## src/rtl/fetch_ctrl.sv

```systemverilog
// Instruction-fetch sequencer: owns the PC, issues one memory request at a time,
// hands instructions to decode over valid/ready and drops responses made stale by redirects.
module fetch_ctrl #(
    parameter logic [31:0] RESET_PC = 32'hBFC00000
) (
    input  logic        clk,
    input  logic        rst,
    input  logic        redirect_valid,
    input  logic [31:0] redirect_target,
    output logic        inst_req,
    output logic [31:0] inst_addr,
    input  logic        inst_addr_ok,
    input  logic        inst_data_ok,
    input  logic [31:0] inst_rdata,
    output logic        out_valid,
    input  logic        out_ready,
    output logic [31:0] out_pc,
    output logic [31:0] out_inst,
    output logic        out_adel,
    output logic        busy,
    output logic [1:0]  dbg_state
);

    // Decode handshake: an entry moves when out_valid and out_ready are both high
    // at a rising edge; out_pc/out_inst/out_adel hold steady while out_valid waits.
    typedef enum logic [1:0] {
        S_REQ  = 2'd0,
        S_WAIT = 2'd1,
        S_HOLD = 2'd2
    } state_t;

    state_t      state_q, state_d;
    logic [31:0] pc_q, pc_d;
    logic [31:0] reqpc_q, reqpc_d;
    logic        cancel_q, cancel_d;
    logic        out_valid_q, out_valid_d;
    logic [31:0] out_pc_q, out_pc_d;
    logic [31:0] out_inst_q, out_inst_d;
    logic        out_adel_q, out_adel_d;

    logic        pc_aligned;
    logic [31:0] reqpc_next;

    assign pc_aligned = (pc_q[1:0] == 2'b00);
    assign reqpc_next = reqpc_q + 32'd4;

    always_comb begin
        state_d     = state_q;
        pc_d        = pc_q;
        reqpc_d     = reqpc_q;
        cancel_d    = cancel_q;
        out_valid_d = out_valid_q;
        out_pc_d    = out_pc_q;
        out_inst_d  = out_inst_q;
        out_adel_d  = out_adel_q;

        unique case (state_q)
            S_REQ: begin
                if (redirect_valid) begin
                    // An accepted request still returns data; mark it for discard.
                    if (pc_aligned && inst_addr_ok) begin
                        state_d  = S_WAIT;
                        cancel_d = 1'b1;
                    end
                end else if (!pc_aligned) begin
                    out_valid_d = 1'b1;
                    out_adel_d  = 1'b1;
                    out_inst_d  = 32'h0;
                    out_pc_d    = pc_q;
                    state_d     = S_HOLD;
                end else if (inst_addr_ok) begin
                    state_d = S_WAIT;
                    reqpc_d = pc_q;
                end
            end
            S_WAIT: begin
                if (inst_data_ok) begin
                    if (cancel_q || redirect_valid) begin
                        cancel_d = 1'b0;
                        state_d  = S_REQ;
                    end else begin
                        out_inst_d  = inst_rdata;
                        out_pc_d    = reqpc_q;
                        out_adel_d  = 1'b0;
                        out_valid_d = 1'b1;
                        pc_d        = reqpc_next;
                        state_d     = S_HOLD;
                    end
                end else if (redirect_valid) begin
                    cancel_d = 1'b1;
                end
            end
            S_HOLD: begin
                if (redirect_valid || out_ready) begin
                    out_valid_d = 1'b0;
                    state_d     = S_REQ;
                end
            end
            default: state_d = S_REQ;
        endcase

        if (redirect_valid) begin
            pc_d = redirect_target;
        end
    end

    always_ff @(posedge clk or negedge rst) begin
        if (!rst) begin
            state_q     <= S_REQ;
            pc_q        <= RESET_PC;
            reqpc_q     <= 32'h0;
            cancel_q    <= 1'b0;
            out_valid_q <= 1'b0;
            out_pc_q    <= 32'h0;
            out_inst_q  <= 32'h0;
            out_adel_q  <= 1'b0;
        end else begin
            state_q     <= state_d;
            pc_q        <= pc_d;
            reqpc_q     <= reqpc_d;
            cancel_q    <= cancel_d;
            out_valid_q <= out_valid_d;
            out_pc_q    <= out_pc_d;
            out_inst_q  <= out_inst_d;
            out_adel_q  <= out_adel_d;
        end
    end

    // Request is gated by reset so nothing is issued while the core is held.
    assign inst_req  = rst && (state_q == S_REQ) && pc_aligned;
    assign inst_addr = pc_q;
    assign out_valid = out_valid_q;
    assign out_pc    = out_pc_q;
    assign out_inst  = out_inst_q;
    assign out_adel  = out_adel_q;
    assign busy      = (state_q == S_WAIT);
    assign dbg_state = state_q;

endmodule

```

## config.mk

```make
export PLATFORM = sky130hd
export DESIGN_NAME = fetch_ctrl
export DESIGN_NICKNAME = d
export VERILOG_FILES = /design/src/rtl/fetch_ctrl.sv
export SDC_FILE = /design/constraint.sdc
export NUM_CORES = 1
export LEC_CHECK = 0
export CAP_MARGIN = 40
export CELL_PAD_IN_SITES_DETAIL_PLACEMENT = 0
export CELL_PAD_IN_SITES_GLOBAL_PLACEMENT = 2
export CORE_AREA = 2 2 148 150
export CTS_CLUSTER_SIZE = 25
export DETAILED_ROUTE_END_ITERATION = 8
export DIE_AREA = 0 0 150 152
export GPL_TIMING_DRIVEN = 0
export MAX_ROUTING_LAYER = met4
export PLACE_DENSITY_LB_ADDON = 0.3
export SLEW_MARGIN = 5
export SYNTH_ARGS = -nofsm -noshare
export SYNTH_HDL_FRONTEND = slang
export SYNTH_SLANG_ARGS = --single-unit
export TNS_END_PERCENT = 20
```

## constraint.sdc

```tcl
create_clock -name clk -period 2.4 [get_ports clk]
set_input_delay 0.36 -clock clk [delete_from_list [all_inputs] [get_ports clk]]
set_output_delay 0.36 -clock clk [all_outputs]
set_load 0.01 [all_outputs]
```

# Yosys cells after proc, flatten, opt, wreduce, memory -nomap -nowiden
# Index checks and enable logic that the tools add are counted.
classes:
  n_mux: 37
  reduce_logical: 17
  addsub: 1
  eq_ne: 14
  n_bitwise: 1
ops:
  columns: ["cell", "n"]
  rows:
  - ["two-way mux 32 bit", 12]
  - ["one-hot mux 32 bit (2 select lines)", 2]
  - ["adder 32 x 3 -> 32 bit (second input constant)", 1]
  - ["inequality test 2 bit (second input constant)", 8]
  - ["two-way mux 2 bit", 7]
  - ["two-way mux 1 bit", 12]
  - ["AND reduction 5 bit", 2]
  - ["AND reduction 4 bit", 2]
  - ["inequality test 3 bit (second input constant)", 2]
  - ["one-hot mux 2 bit (3 select lines)", 1]
  - ["AND reduction 6 bit", 1]
  - ["nonzero test 2 bit", 3]
  - ["logical NOT 2 bit", 2]
  - ["inequality test 4 bit (second input constant)", 1]
  - ["one-hot mux 1 bit (2 select lines)", 2]
  - ["logical AND 1 bit", 3]
  - ["inequality test 3 x 2 -> 1 bit (second input constant)", 1]
  - ["one-hot mux 1 bit (3 select lines)", 1]
  - ["AND reduction 3 bit", 1]
  - ["nonzero test 3 bit", 1]
  - ["equality test 2 x 1 -> 1 bit (second input constant)", 1]
  - ["equality test 2 bit (second input constant)", 1]
  - ["logical OR 1 bit", 2]
  - ["NOT 1 bit", 1]
totals:
  ff_bits: 133
  elab_cells: 78
  in_bits: 70

# Depth between registers and ports, before layout
# Gate-level depths: netlist (run 1).
depth:
  depth_word: 5
  depth_mapped: 9
  ltp_nobuf: 6

# Worst setup path before layout (run 1)
# OpenSTA, ideal clock, no wires.
synth_path:
  path_kind: "reg2reg"
  start: "register pc_q[1] (netlist: inst_addr[1])"
  end: "register reqpc_q[10]"
  setup_time_ns: 0.125
  period_less_slack_ns: 1.742
  path_stages_with_launch: 7
  t_arrival_ns: 1.616
  path_slack_ns: 0.658
  n_path_buf: 2
  cell_sequence: "dfrtp_1 -> nor2_2 -> nand2_1 -> or4_1 -> buf_2 -> buf_6 -> mux2_4"
synth_via:
  elab_chain_len: 2
synth_lines:
  columns: ["item", "line_no", "source"]
  rows:
  - ["from (decl)", "33", "logic [31:0] pc_q, pc_d;"]
  - ["from (signal assigned)", "119", "pc_q <= pc_d;"]
  - ["logical NOT 2 bit", "44", "assign pc_aligned = (pc_q[1:0] == 2'b00);"]
  - ["AND reduction 4 bit (no source line)", null, null]
  - ["to (signal assigned)", "120", "reqpc_q <= reqpc_d;"]
  - ["to (decl)", "34", "logic [31:0] reqpc_q, reqpc_d;"]
# No other way between the ends.
# A chain may end at the register's enable or synchronous reset.

# Worst setup path in the final report (run 1)
layout_path:
  start: "register state_q[1] (netlist: dbg_state[1])"
  end: "output busy"
layout_via:
  elab_chain_len: 1
layout_lines:
  columns: ["item", "line_no", "source"]
  rows:
  - ["from (decl)", "32", "state_t state_q, state_d;"]
  - ["from (signal assigned)", "118", "state_q <= state_d;"]
  - ["equality test 2 x 1 -> 1 bit", "136", "assign busy = (state_q == S_WAIT);"]
  - ["to (decl)", "20", "output logic busy,"]
# No other way between the ends.

==> flow_metrics.env, run 1 <==
export IMPL_overflow=0
export IMPL_syn_area_um2=6260
export IMPL_fin_area_um2=9110
export IMPL_rsz0062_at_grt="no"
export IMPL_cts_buffers=17
export IMPL_ys_types=56
export IMPL_fill_cells=2066
export IMPL_clockBufferDepth=2
export IMPL_clk_latency_ns=0.42
export IMPL_hold_path_class="input pin to async pin"
export IMPL_io_buffers=171
export IMPL_hold_ws_ns=0.0294
export IMPL_via_per_inst=4.89
export IMPL_antenna_found_initial=0
export IMPL_wirelength_um=20200
export IMPL_drt_iter0_drc=337
export IMPL_setup_violations=0
export IMPL_period_minus_slack_ns=2.30
export IMPL_power_density_nw_per_um2=1020
export IMPL_synth_area_per_cell_um2=10.8
export IMPL_synthFlopType="dfrtp_1"
export IMPL_synth_async_sr_flop_share=1.00
export IMPL_num_rows=54
export IMPL_ys_warn_count=0
export IMPL_layout_commonest_cell="clkdlybuf4s50_1"
export IMPL_first_pass_iters=4
export IMPL_max_slew_margin=0.499
export IMPL_cp_start_kind="register"
export IMPL_synth_nets=651
export IMPL_peakVddDrop_v=0.000499
export IMPL_leakagePower_nw=3.93
export IMPL_dpl_cell_area_um2=8350
export IMPL_drc=0
export IMPL_required_ns=2.04
export IMPL_path_max_fanout=17
export IMPL_tns_ns=0
export IMPL_maxCapViolations=0
export IMPL_grt_pass1_wl_um=31800
export IMPL_place_gp_congestion=0.777
export IMPL_final_net_count=845
export IMPL_pre_cts_ws_ns=-0.0780
export IMPL_grt_pass1_vias=5432
export IMPL_drive_gt1_frac=0.153
export IMPL_synth_seq_area_share=0.533
export IMPL_fin_skew_ns=0.00888
export IMPL_dr_total_vias=5211
export IMPL_grt_max_degree=58
export IMPL_ioPinCount=172
export IMPL_fin_crit_sh=0.959
export IMPL_clock_sinks=133
export IMPL_post_cts_setup_buffer_count=0
export IMPL_hold_viol=0
export IMPL_final_seq_area_um2=3340
export IMPL_die_area_um2=22800
export IMPL_r2r_setup_slack_ns=0.37
export IMPL_wl_per_cell_um=18.9
export IMPL_cp_end_kind="output port"
export IMPL_worst_slew_pin_transition_ns=0.751
export IMPL_clock_fmax_mhz=434
export IMPL_die_h_um=152
export IMPL_cts_tree="done"
export IMPL_coreArea_um2=21400
export IMPL_synth_cells=580
export IMPL_track_usage=0.186
export IMPL_final_cell_mix="170 x clkdlybuf4s50_1, 123 x dfrtp_1, 103 x nand2_1, 54 x nor2_1"
export IMPL_cp_data_arrival_time_ns=1.94
export IMPL_path_class="register to output port"
export IMPL_drv_slew=0
export IMPL_setup_ws_ns=0.0974
export IMPL_status="completed"
export IMPL_path_clk_slew_ns=0.06
export IMPL_synthToLayoutAreaGrowth_pct=45.6
export IMPL_root_buffer="clkbuf_16"
export IMPL_dp_hpwl_um=14100
export IMPL_die_x_um=150
export IMPL_ant_nets=0
export IMPL_synth_seq_cells=133
export IMPL_synth_edf_count=0
export IMPL_cts_max_level=4
export IMPL_start_util=0.293
export IMPL_antenna_cells=0
export IMPL_multi_input_comb_area_um2=2640
power breakdown:
group,internal (mW),leakage (nW),total (mW),switching [mW]
combinational,1.60,1.97,2.76,1.16
clock,1.90,0.324,2.91,1.02
sequential,2.90,1.63,3.59,0.692
total,6.39,3.93,9.26,2.87
logic make-up after synthesis:
kind of cell,Yosys count,synth area share
and+or+nand+nor,221,0.168
DFF,133,0.533
AOI/OAI and AO/OA,118,0.135
buffers and inverters,45,0.0444
muxes,37,0.0821
xor gates and xnor gates,25,0.0350
adders and majority gates,1,0.00200
Yosys cell counts, drive strengths merged (8+ instances only):
master	count	area [um2]
and3	8	51.3
nand4	11	96.3
o221ai	12	105
nand3	16	80.1
nand2	104	393
xor2	17	149
xnor2	8	70.1
nor2	56	220
dfrtp	124	3100
clkbuf	17	77.6
a22o	32	280
a21oi	14	70.1
a31oi	32	200
o21ai	16	80.1
buf	25	189
dfstp	9	236
mux2	31	454
worst paths after layout:
kind	start	to	depth (start not counted)
max reg2reg	dbg_state[1]	inst_addr[18]	6
min	rst	reqpc_q[16]	3
min reg2reg	out_inst[12]	out_inst[12]	1
max	dbg_state[1]	busy	4
max in group asynchronous	rst	reqpc_q[3]	3
min in group clk	redirect_target[3]	inst_addr[3]	3
flip-flops by register name (all words and copies together), names as in the netlist:
name / count
inst_addr: 32
out_valid: 1
reqpc_q: 32
out_pc: 32
cancel_q: 1
dbg_state: 2
out_adel: 1
out_inst: 32
cell type report:
| cell class | count | area share |
|---|---|---|
| sequential | 133 | 0.367 |
| buffer | 41 | 0.0288 |
| timing repair buffer | 176 | 0.203 |
| clock buffer | 19 | 0.0497 |
| tap | 280 | 0.0384 |
| clock inverter | 12 | 0.0220 |
| multi-input combinational | 402 | 0.290 |
| inverter | 3 | 0.00178 |
routing by layer:
metal | share of wire | vias up | track usage
met1 | 0.46 | 2567 | 0.245
met2 | 0.47 | 175 | 0.289
met3 | 0.064 | 16 | 0.0492
met5 | 0 | - | -
met4 | 0.0082 | 0 | 0.0400
li1 | - | 2453 | -
worst max-delay path, cell delays in order (launching register included):
cell,delay [ns]
dfrtp_2,0.45
nand2b_1,0.16
buf_4,0.19
inv_6,0.15
clkdlybuf4s50_1,0.57
through the flow:
step	power, mW	cells	util
after floorplan	4.92	580	-
after global placement	6.32	1031	0.390
after detailed placement	6.38	1032	0.391
after CTS	9.35	1066	0.427
after global routing	9.77	1066	0.427
final	9.26	1066	0.427
repair_timing:
| action | CTS | global route |
|---|---|---|
| endpoints found under the setup margin | 2 | 1 |
| hold endpoints to repair | 57 | 0 |
| resized for setup | 3 | 1 |
| hold buffers | 4 | 0 |
| gates cloned | 0 | 0 |
Note: power is estimated with default switching activity, not from simulation.
==> run 2, diff against run 1 <==
CORE_AREA = 2 2 113 197   (was 2 2 148 150)
DIE_AREA = 0 0 115 199   (was 0 0 150 152)
HOLD_SLACK_MARGIN = 0.12   (was not set)
==> run 2 against run 1 <==
Register-to-register slack lost 0.19 ns. Global-route usage up 0.47 points. Count of clock-buffer cells in the layout rose by 9. Combinational power barely moved. Highest routed layer unchanged. First-iteration DRC count fell by 34%. Largest cell class unchanged. Critical path depth unchanged. Worst setup slack got worse by 0.0099 ns. Critical endpoint unchanged. Via count up 0.71%. Final area decreased by 2.6%. Clock skew shrank 0.0017 ns. Utilization shrank 1.0 points. Cell count down 2.4%.
==> flow_metrics.env, run 2 (synthesized netlist as in run 1, its figures left out) <==
export IMPL_start_util=0.294
export IMPL_peakVddDrop_v=0.000518
export IMPL_overflow=0
export IMPL_slowest_stage="clkdlybuf4s50_1"
export IMPL_antenna_found_initial=0
export IMPL_grt_pass1_vias=5658
export IMPL_r2r_setup_slack_ns=0.18
export IMPL_die_x_um=115
export IMPL_grt_max_degree=93
export IMPL_power_density_nw_per_um2=986
export IMPL_first_pass_iters=4
export IMPL_fill_cells=2102
export IMPL_cts_max_level=4
export IMPL_setup_violations=0
export IMPL_wl_met3_um=847
export IMPL_root_buffer="clkbuf_16"
export IMPL_synthToLayoutAreaGrowth_pct=41.8
export IMPL_drive_gt1_frac=0.141
export IMPL_leakagePower_nw=3.83
export IMPL_tns_ns=0
export IMPL_crit_family="buffers and inverters"
export IMPL_grt_pass1_wl_um=31700
export IMPL_final_seq_area_um2=3340
export IMPL_cts_buffers=17
export IMPL_clock_fmax_mhz=432
export IMPL_fin_area_um2=8880
export IMPL_met2WireLength_um=11100
export IMPL_hold_path_class="input pin to async pin"
export IMPL_io_buffers=171
export IMPL_num_rows=71
export IMPL_hold_viol=0
export IMPL_place_gp_congestion=0.814
export IMPL_clock_sinks=133
export IMPL_drt_iter0_drc=221
export IMPL_fin_skew_ns=0.00720
export IMPL_wl_per_cell_um=19.9
export IMPL_path_class="register to output port"
export IMPL_dp_hpwl_um=14800
export IMPL_reg2reg_depth=6
export IMPL_maxCapViolations=0
export IMPL_required_ns=2.04
export IMPL_setup_ws_ns=0.0875
export IMPL_path_buf_inv=3
export IMPL_clockBufferDepth=2
export IMPL_track_usage=0.191
export IMPL_cp_data_arrival_time_ns=1.95
export IMPL_status="completed"
export IMPL_path_clk_slew_ns=0.06
export IMPL_period_minus_slack_ns=2.31
export IMPL_max_slew_margin=0.521
export IMPL_crit_start="dbg_state[1]"
export IMPL_pre_cts_ws_ns=-0.0869
export IMPL_reg2reg_from="dbg_state[1]"
export IMPL_cp_start_kind="register"
export IMPL_dpl_cell_area_um2=8320
export IMPL_cp_end_kind="output port"
export IMPL_antenna_cells=0
export IMPL_dr_total_vias=5248
export IMPL_coreArea_um2=21300
export IMPL_layout_commonest_cell="clkdlybuf4s50_1"
export IMPL_wirelength_um=20700
export IMPL_rsz0062_at_grt="no"
export IMPL_routedLengthMet1_um=8190
export IMPL_fin_crit_sh=0.964
export IMPL_critPathMaxStageDelay_ns=0.56
export IMPL_via_per_inst=5.05
export IMPL_worst_slew_pin_transition_ns=0.718
export IMPL_ant_nets=0
export IMPL_drv_slew=0
export IMPL_final_cell_mix="170 x clkdlybuf4s50_1, 123 x dfrtp_1, 103 x nand2_1, 54 x nor2_1"
export IMPL_cp_cell_sequence="nand2b_1, buf_4, inv_6, clkdlybuf4s50_1"
export IMPL_final_net_count=843
export IMPL_finalPower_mw=8.76
export IMPL_ioPinCount=172
export IMPL_multi_input_comb_area_um2=2640
export IMPL_clk_latency_ns=0.43
export IMPL_post_cts_setup_buffer_count=0
export IMPL_path_max_fanout=17
export IMPL_top_layer_used="met4"
export IMPL_cts_tree="done"
export IMPL_die_h_um=199
export IMPL_regToRegEndpoint="inst_addr[18]"
export IMPL_drc=0
export IMPL_die_area_um2=22900
[run 2: cell types whose count changed in the layout (fill, tap and decap cells not counted), sizes merged]
cell | previous run | this run
clkbuf | 35 | 44
clkinv | 5 | 4
dlygate4sd3 | 0 | 1
inv | 5 | 3
bufinv | 5 | 0
buf | 31 | 28
[run 2: how the worst max path moves through the flow]
stage               cells after the start          end  slack [ns]
finish                                  4         busy        0.09
global route                            4         busy       0.007
global placement                        3     inst_req       -4.47
CTS                                     4         busy        0.03
floorplan                               6  reqpc_q[10]        0.66
detailed placement                      5         busy       -0.09
[run 2: through the flow]
step                       util  instances  hold slack [ns]
after detailed placement  0.390       1007            0.318
after floorplan               -        580           0.0644
after CTS                 0.416       1040            0.473
after global routing      0.416       1040            0.505
final                     0.416       1040            0.487
after global placement    0.389       1006            0.482
[run 2: power breakdown]
group          internal (mW)  switching (mW)
clock network           1.42           0.969
logic                   1.59            1.17
registers               2.90           0.705
total                   5.91            2.85
[run 2: layout make-up]
cell class / count / area share
clock inverter: 4 / 0.00225
inverter: 3 / 0.00183
tap: 255 / 0.0359
buffer: 41 / 0.0296
timing repair buffer: 174 / 0.199
sequential: 133 / 0.376
multi-input combinational: 402 / 0.298
clock buffer: 28 / 0.0571
[run 2: layer usage]
layer | GRT usage | vias up
met2 | 0.333 | 159
met4 | 0.0852 | 0
met3 | 0.0356 | 39
met1 | 0.208 | 2620
li1 | - | 2430
met5 | - | -
[run 2: worst reg2reg max path, delay by kind of cell, from the launching register on]
family	cells	cell delay [ns]
DFF	1	0.45
AOI/OAI and AO/OA	1	0.19
buffers and inverters	2	0.51
and+or+nand+nor	3	0.98
[run 2: repair_timing]
item                                   4_1_cts  5_1_grt
setup endpoints to repair                    1        1
hold buffers                                 2        0
endpoints found under the hold margin       41        0
gates resized for setup                      2        1
gates cloned                                 0        0
